--- src/rtl/z80_ld_immed_seq.sv ---
// z80_ld_immed_seq
//
// Sequences the immediate-load instructions LD r,n and LD dd,nn. The opcode and
// its PC arrive from fetch on start. The block reads the one or two operand bytes
// over a req/ack port, then retires in a single COMMIT cycle that writes the
// register file and the new PC together. Any other opcode is rejected with a
// one-cycle illegal/done pulse.
//
// Ports:
//   clk, reset_n            clock, asynchronous active-low reset
//   start, opcode, pc       instruction hand-off, accepted only while idle
//   flush                   synchronous abort of the in-flight instruction
//   busy                    an instruction is in flight
//   mem_rd_req, mem_addr    operand read request and address
//   mem_rd_ack, mem_rd_data read completion and data, valid in the same cycle
//   reg_wr, reg_wnum,       register-file write; reg_wnum is {0,r} for 8-bit
//   reg_wdata                 registers and 4'b10dd for register pairs
//   pc_wr, pc_wdata         PC update to pc + instruction length
//   done, illegal           retirement pulse; illegal marks a rejected opcode
//
// Optional build macro Z80FI_RETIRE_EN adds the z80fi retirement outputs
// (z80fi_valid, z80fi_insn, z80fi_insn_len, z80fi_pc_rdata), valid in COMMIT only.
//
// Every output is decoded from registered state only, so no input reaches an
// output combinationally and reset clears all outputs at once.

module z80_ld_immed_seq (
    input  logic        clk,
    input  logic        reset_n,
    input  logic        start,
    input  logic [7:0]  opcode,
    input  logic [15:0] pc,
    input  logic        flush,
    output logic        busy,
    output logic        mem_rd_req,
    output logic [15:0] mem_addr,
    input  logic        mem_rd_ack,
    input  logic [7:0]  mem_rd_data,
    output logic        reg_wr,
    output logic [3:0]  reg_wnum,
    output logic [15:0] reg_wdata,
    output logic        pc_wr,
    output logic [15:0] pc_wdata,
    output logic        done,
    output logic        illegal
`ifdef Z80FI_RETIRE_EN
    ,
    output logic        z80fi_valid,
    output logic [31:0] z80fi_insn,
    output logic [2:0]  z80fi_insn_len,
    output logic [15:0] z80fi_pc_rdata
`endif
);

    typedef enum logic [2:0] {
        StIdle,
        StFetchLo,
        StFetchHi,
        StCommit,
        StReject
    } state_e;

    state_e      state_q, state_d;
    logic [15:0] pc_q;
    logic        len3_q;
    logic [3:0]  wnum_q;
    logic [7:0]  lo_q;
    logic [7:0]  hi_q;
`ifdef Z80FI_RETIRE_EN
    logic [7:0]  opcode_q;
`endif

    logic       is_ld_r;
    logic       is_ld_dd;
    logic       accept;
    logic       commit;
    logic [2:0] len;

    // 00rrr110 with r != 110 (that encoding is LD (HL),n, not handled here).
    assign is_ld_r  = (opcode[7:6] == 2'b00) && (opcode[2:0] == 3'b110) &&
                      (opcode[5:3] != 3'b110);
    assign is_ld_dd = (opcode[7:6] == 2'b00) && (opcode[3:0] == 4'b0001);

    // flush has priority over start, even in idle.
    assign accept = (state_q == StIdle) && start && !flush;
    assign commit = (state_q == StCommit);
    assign len    = len3_q ? 3'd3 : 3'd2;

    always_comb begin
        state_d = state_q;
        unique case (state_q)
            StIdle: begin
                if (accept) begin
                    state_d = (is_ld_r || is_ld_dd) ? StFetchLo : StReject;
                end
            end
            StFetchLo: begin
                if (flush) begin
                    state_d = StIdle;
                end else if (mem_rd_ack) begin
                    state_d = len3_q ? StFetchHi : StCommit;
                end
            end
            StFetchHi: begin
                if (flush) begin
                    state_d = StIdle;
                end else if (mem_rd_ack) begin
                    state_d = StCommit;
                end
            end
            StCommit: state_d = StIdle;
            StReject: state_d = StIdle;
            default:  state_d = StIdle;
        endcase
    end

    always_ff @(posedge clk or negedge reset_n) begin
        if (!reset_n) begin
            state_q <= StIdle;
        end else begin
            state_q <= state_d;
        end
    end

    always_ff @(posedge clk or negedge reset_n) begin
        if (!reset_n) begin
            pc_q     <= 16'h0000;
            len3_q   <= 1'b0;
            wnum_q   <= 4'h0;
            lo_q     <= 8'h00;
            hi_q     <= 8'h00;
`ifdef Z80FI_RETIRE_EN
            opcode_q <= 8'h00;
`endif
        end else begin
            if (accept) begin
                pc_q   <= pc;
                len3_q <= is_ld_dd;
                wnum_q <= is_ld_dd ? {2'b10, opcode[5:4]} : {1'b0, opcode[5:3]};
                // Cleared so the unused high byte reads as zero for LD r,n.
                lo_q   <= 8'h00;
                hi_q   <= 8'h00;
`ifdef Z80FI_RETIRE_EN
                opcode_q <= opcode;
`endif
            end
            if ((state_q == StFetchLo) && mem_rd_ack && !flush) begin
                lo_q <= mem_rd_data;
            end
            if ((state_q == StFetchHi) && mem_rd_ack && !flush) begin
                hi_q <= mem_rd_data;
            end
        end
    end

    always_comb begin
        busy       = (state_q != StIdle);
        mem_rd_req = (state_q == StFetchLo) || (state_q == StFetchHi);
        mem_addr   = 16'h0000;
        if (state_q == StFetchLo) begin
            mem_addr = pc_q + 16'd1;
        end else if (state_q == StFetchHi) begin
            mem_addr = pc_q + 16'd2;
        end
        reg_wr    = commit;
        pc_wr     = commit;
        done      = commit || (state_q == StReject);
        illegal   = (state_q == StReject);
        reg_wnum  = commit ? wnum_q : 4'h0;
        reg_wdata = commit ? {hi_q, lo_q} : 16'h0000;
        pc_wdata  = commit ? (pc_q + {13'd0, len}) : 16'h0000;
    end

`ifdef Z80FI_RETIRE_EN
    always_comb begin
        z80fi_valid    = commit;
        z80fi_insn     = commit ? {8'h00, hi_q, lo_q, opcode_q} : 32'h0;
        z80fi_insn_len = commit ? len : 3'd0;
        z80fi_pc_rdata = commit ? pc_q : 16'h0000;
    end
`endif

endmodule

--- config.mk ---
export PLATFORM = sky130hd
export DESIGN_NAME = z80_ld_immed_seq
export DESIGN_NICKNAME = d
export VERILOG_FILES = /design/src/rtl/z80_ld_immed_seq.sv
export SDC_FILE = /design/constraint.sdc
export NUM_CORES = 1
export LEC_CHECK = 0
export ABC_AREA = 1
export BUFFER_PORTS_ARGS = -buffer_cell sky130_fd_sc_hd__buf_2
export CORE_ASPECT_RATIO = 0.5
export CORE_UTILIZATION = 50
export DETAILED_ROUTE_END_ITERATION = 10
export GPL_TIMING_DRIVEN = 0
export PLACE_DENSITY = 0.78
export SYNTH_ARGS = -nofsm -noshare
export SYNTH_HDL_FRONTEND = slang
export SYNTH_SLANG_ARGS = --single-unit
--- constraint.sdc ---
create_clock -name clk -period 2.1 [get_ports clk]
set_clock_uncertainty 0.2 [all_clocks]
set_input_delay 0.315 -clock clk [delete_from_list [all_inputs] [get_ports clk]]
set_output_delay 0.315 -clock clk [all_outputs]
set_load 0.01 [all_outputs]
==> summary.md <==
| Metric | Value |
|---|---|
| CTS max path bufs | `2` |
| Final hold vios | `0` |
| Layout area overhead | `51.4%` |
| I/O pin count | `95` |
| HPWL Detailed | `5.62 mm` |
| Maximum fanout along the worst path | `5` |
| Mapped Area | `2810 µm²` |
| Relative slew slack | `0.377` |
| Drt drc | `0` |
| Min Hold Slack | `0.00571 ns` |
| Status | `complete, but fails checks` |
| Die Y | `55.0 µm` |
| Ys Warns | `0` |
| Num Clock Sinks | `39` |
| Dpl cells | `586` |
| Setup TNS | `-4.87 ns` |
| Worst VDD drop | `0.319 mV` |
| Hold_sp | `pc[12]` |
| Largest net degree at the start of global routing | `40` |
| Syn Inst Count | `422` |
| Post-DRT Antenna Nets | `0` |
| WS Path Type | `flip-flop to primary output` |
| Layout Nets | `605` |
| Final wirelength | `10.3 mm` |
| CP Cell Sequence | `buf_4 -> ha_2 -> nand2_2 -> nor2_4 -> nand2_4 -> nor2_4 -> nand3_1 -> nand3_1 -> nand2_1 -> buf_2` |
| Seq/Total Area, Yosys | `0.347` |
| Slowest stage delay, CP | `0.39 ns` |
| Placement Cell Area | `3370 µm²` |
| GRT Total Usage | `0.317` |
| Failing checks | `setup timing` |
| # setup viols final | `41` |
| Pwr Density | `509 nW/µm²` |
| Hold Path Class | `input port to flip-flop` |
| CP arrival | `1.84 ns` |
| Hold Path Stages | `3` |
| Total gr overflow | `0` |
| Setup crit start kind | `flip-flop` |
| Core ar. | `5160 µm²` |
| Crit end category | `primary output` |
| Via density per instance | `5.64` |
| Root buf cell | `clkbuf_8` |
| Die Area | `5950 µm²` |
| RR Endpoint | `pc_q[8]` |
| Post-layout minimum cycle time | `2.35 ns` |
| Initial DRT Pass Iterations | `5` |
| Initial DRC count | `249` |
| Total CTS buffers | `5` |
| Syn_nets | `464` |
| Reg2Reg Depth | `9` |
| Crit path buffers/inverters | `2` |
| RSZ-0062 raised after global routing | `yes` |
| Clock transition at path regs | `0.09 ns` |
| Final WS setup | `-0.250 ns` |
| Crit path required time | `1.58 ns` |
| Drt wl/cell | `16.2 µm` |
| Tcrit/Tclk final | `1.12` |
| Total number of vias | `3567` |
| Antenna violations before repair | `0` |
| Hold Path End | `pc_q[12]` |
| Initial Util | `0.545` |
| Count of different cell masters after synthesis | `28` |
| F_max | `425 MHz` |
| Placement Rows | `18` |
| CP top delay family | `simple AND/OR/NAND/NOR gates` |
| R2R setup slack | `0.19 ns` |
| Overall power | `2170 µW` |
| Clk Latency, worst-skew pair | `0.31 ns` |
| Slowest CP cell | `dfrtp_1` |
| Die Wd | `108 µm` |
| CTS tree | `yes` |
| Reg-to-reg startpoint | `state_q[1]` |
| H-tree levels | `2` |
| Average instance area after synthesis | `6.67 µm²` |
| Filler cell count | `339` |
| Placer Congestion | `0.905` |
| IO Port Bufs | `94` |
| Final Cell Area | `4260 µm²` |
| Global-route wire length before repair | `14.0 mm` |
| Post-Layout Cell Count | `633` |
| Slew Limit Fails | `0` |
| ANT cells | `0` |
| Most frequent cells in the layout | `buf_2, nand2_1, inv_1, buf_4, o21ai_1` |
| Worst-margin pin slew | `0.934 ns` |
| Commonest non-fill, non-tap cell in the layout | `buf_2` |
| Vias in the first global route | `3012` |
| Max cap viols | `0` |
| Ratio of cells with drive above 1 in the final layout | `0.471` |
| Static Leak | `0.00221 µW` |
| Yosys reg bits | `39` |
-- layout make-up --
type	instances	area (µm²)	area share
inverters	73	289	0.0679
multi-input cells	301	1880	0.442
well taps	70	87.6	0.0206
clock inverters	2	13.8	0.00323
plain buffers	9	103	0.0241
clock buffers	5	68.8	0.0162
repair buffers	134	827	0.194
flip-flops and latches	39	986	0.231
-- timing repair --
item,CTS,global route
resized for setup,92,76
hold buffers,1,0
gates cloned,1,0
pin swaps,12,8
hold endpoints to repair,39,0
setup buffers,28,10
endpoints found under the setup margin,53,50
-- state kept, by name (all words and copies together), names as in the netlist --
name     cells
pc_q        16
hi_q         8
lo_q         8
state_q      3
wnum_q       3
len3_q       1
-- where the power goes --
group	total (µW)	switching (µW)	internal (µW)
combinational	712	446	266
clock	528	300	228
sequential	926	96.7	829
-- routing by layer --
layer,routed length [µm],vias to the layer above,global-route usage
met5,0,-,0
met4,406,0,0.142
met1,3990,1641,0.406
met3,1050,54,0.0679
met2,4820,231,0.533
li1,-,1641,-
-- metrics by stage --
step / worst slack (ns) / util
finish: -0.250 / 0.826
global route: -0.336 / 0.826
CTS: -0.189 / 0.769
detailed placement: -0.0685 / 0.654
global placement: -0.0544 / 0.654
floorplan: 0.155 / -
-- cell families after synthesis --
group / synth area share
XOR/XNOR: 0.00623
AO/OA/AOI/OAI: 0.182
adder cells (fa/ha/maj): 0.0222
flip-flops: 0.347
AND/OR/NAND/NOR: 0.323
buffers and inverters: 0.119
-- worst reg2reg max path: stages (launching register included) --
cell     delay (ns)
dfrtp_1        0.44
buf_4          0.16
nor2_1         0.17
nand2_2        0.10
inv_2          0.09
nand2_4        0.10
inv_2          0.17
buf_4          0.22
nand2_1        0.09
o21ai_0        0.09
-- cells in the mapped netlist (all sizes together) --
cell    instances  area share
dfrtp          39        0.35
ha              5       0.022
xor2            2      0.0062
o22ai          17       0.038
clkbuf          2      0.0027
o21ai          58        0.10
a21oi          20       0.036
buf             7       0.019
o21bai          1      0.0027
nand3          24       0.052
nand2         101        0.15
nand4           5       0.011
nor3            5       0.016
o21a            1      0.0027
clkinv          2      0.0027
inv            71       0.095
nor2           62       0.096
-- worst max path at each step --
stage | from | endpoint | slack, ns | depth (start not counted)
floorplan | pc_q[0] | pc_wdata[12] | 0.15 | 10
global placement | pc_q[0] | pc_wdata[12] | -0.05 | 11
detailed placement | pc_q[0] | pc_wdata[12] | -0.07 | 11
CTS | pc_q[0] | pc_wdata[12] | -0.19 | 11
global route | pc_q[0] | mem_addr[12] | -0.34 | 11
finish | pc_q[0] | mem_addr[12] | -0.25 | 10
Power figures use the tool's default switching activity.
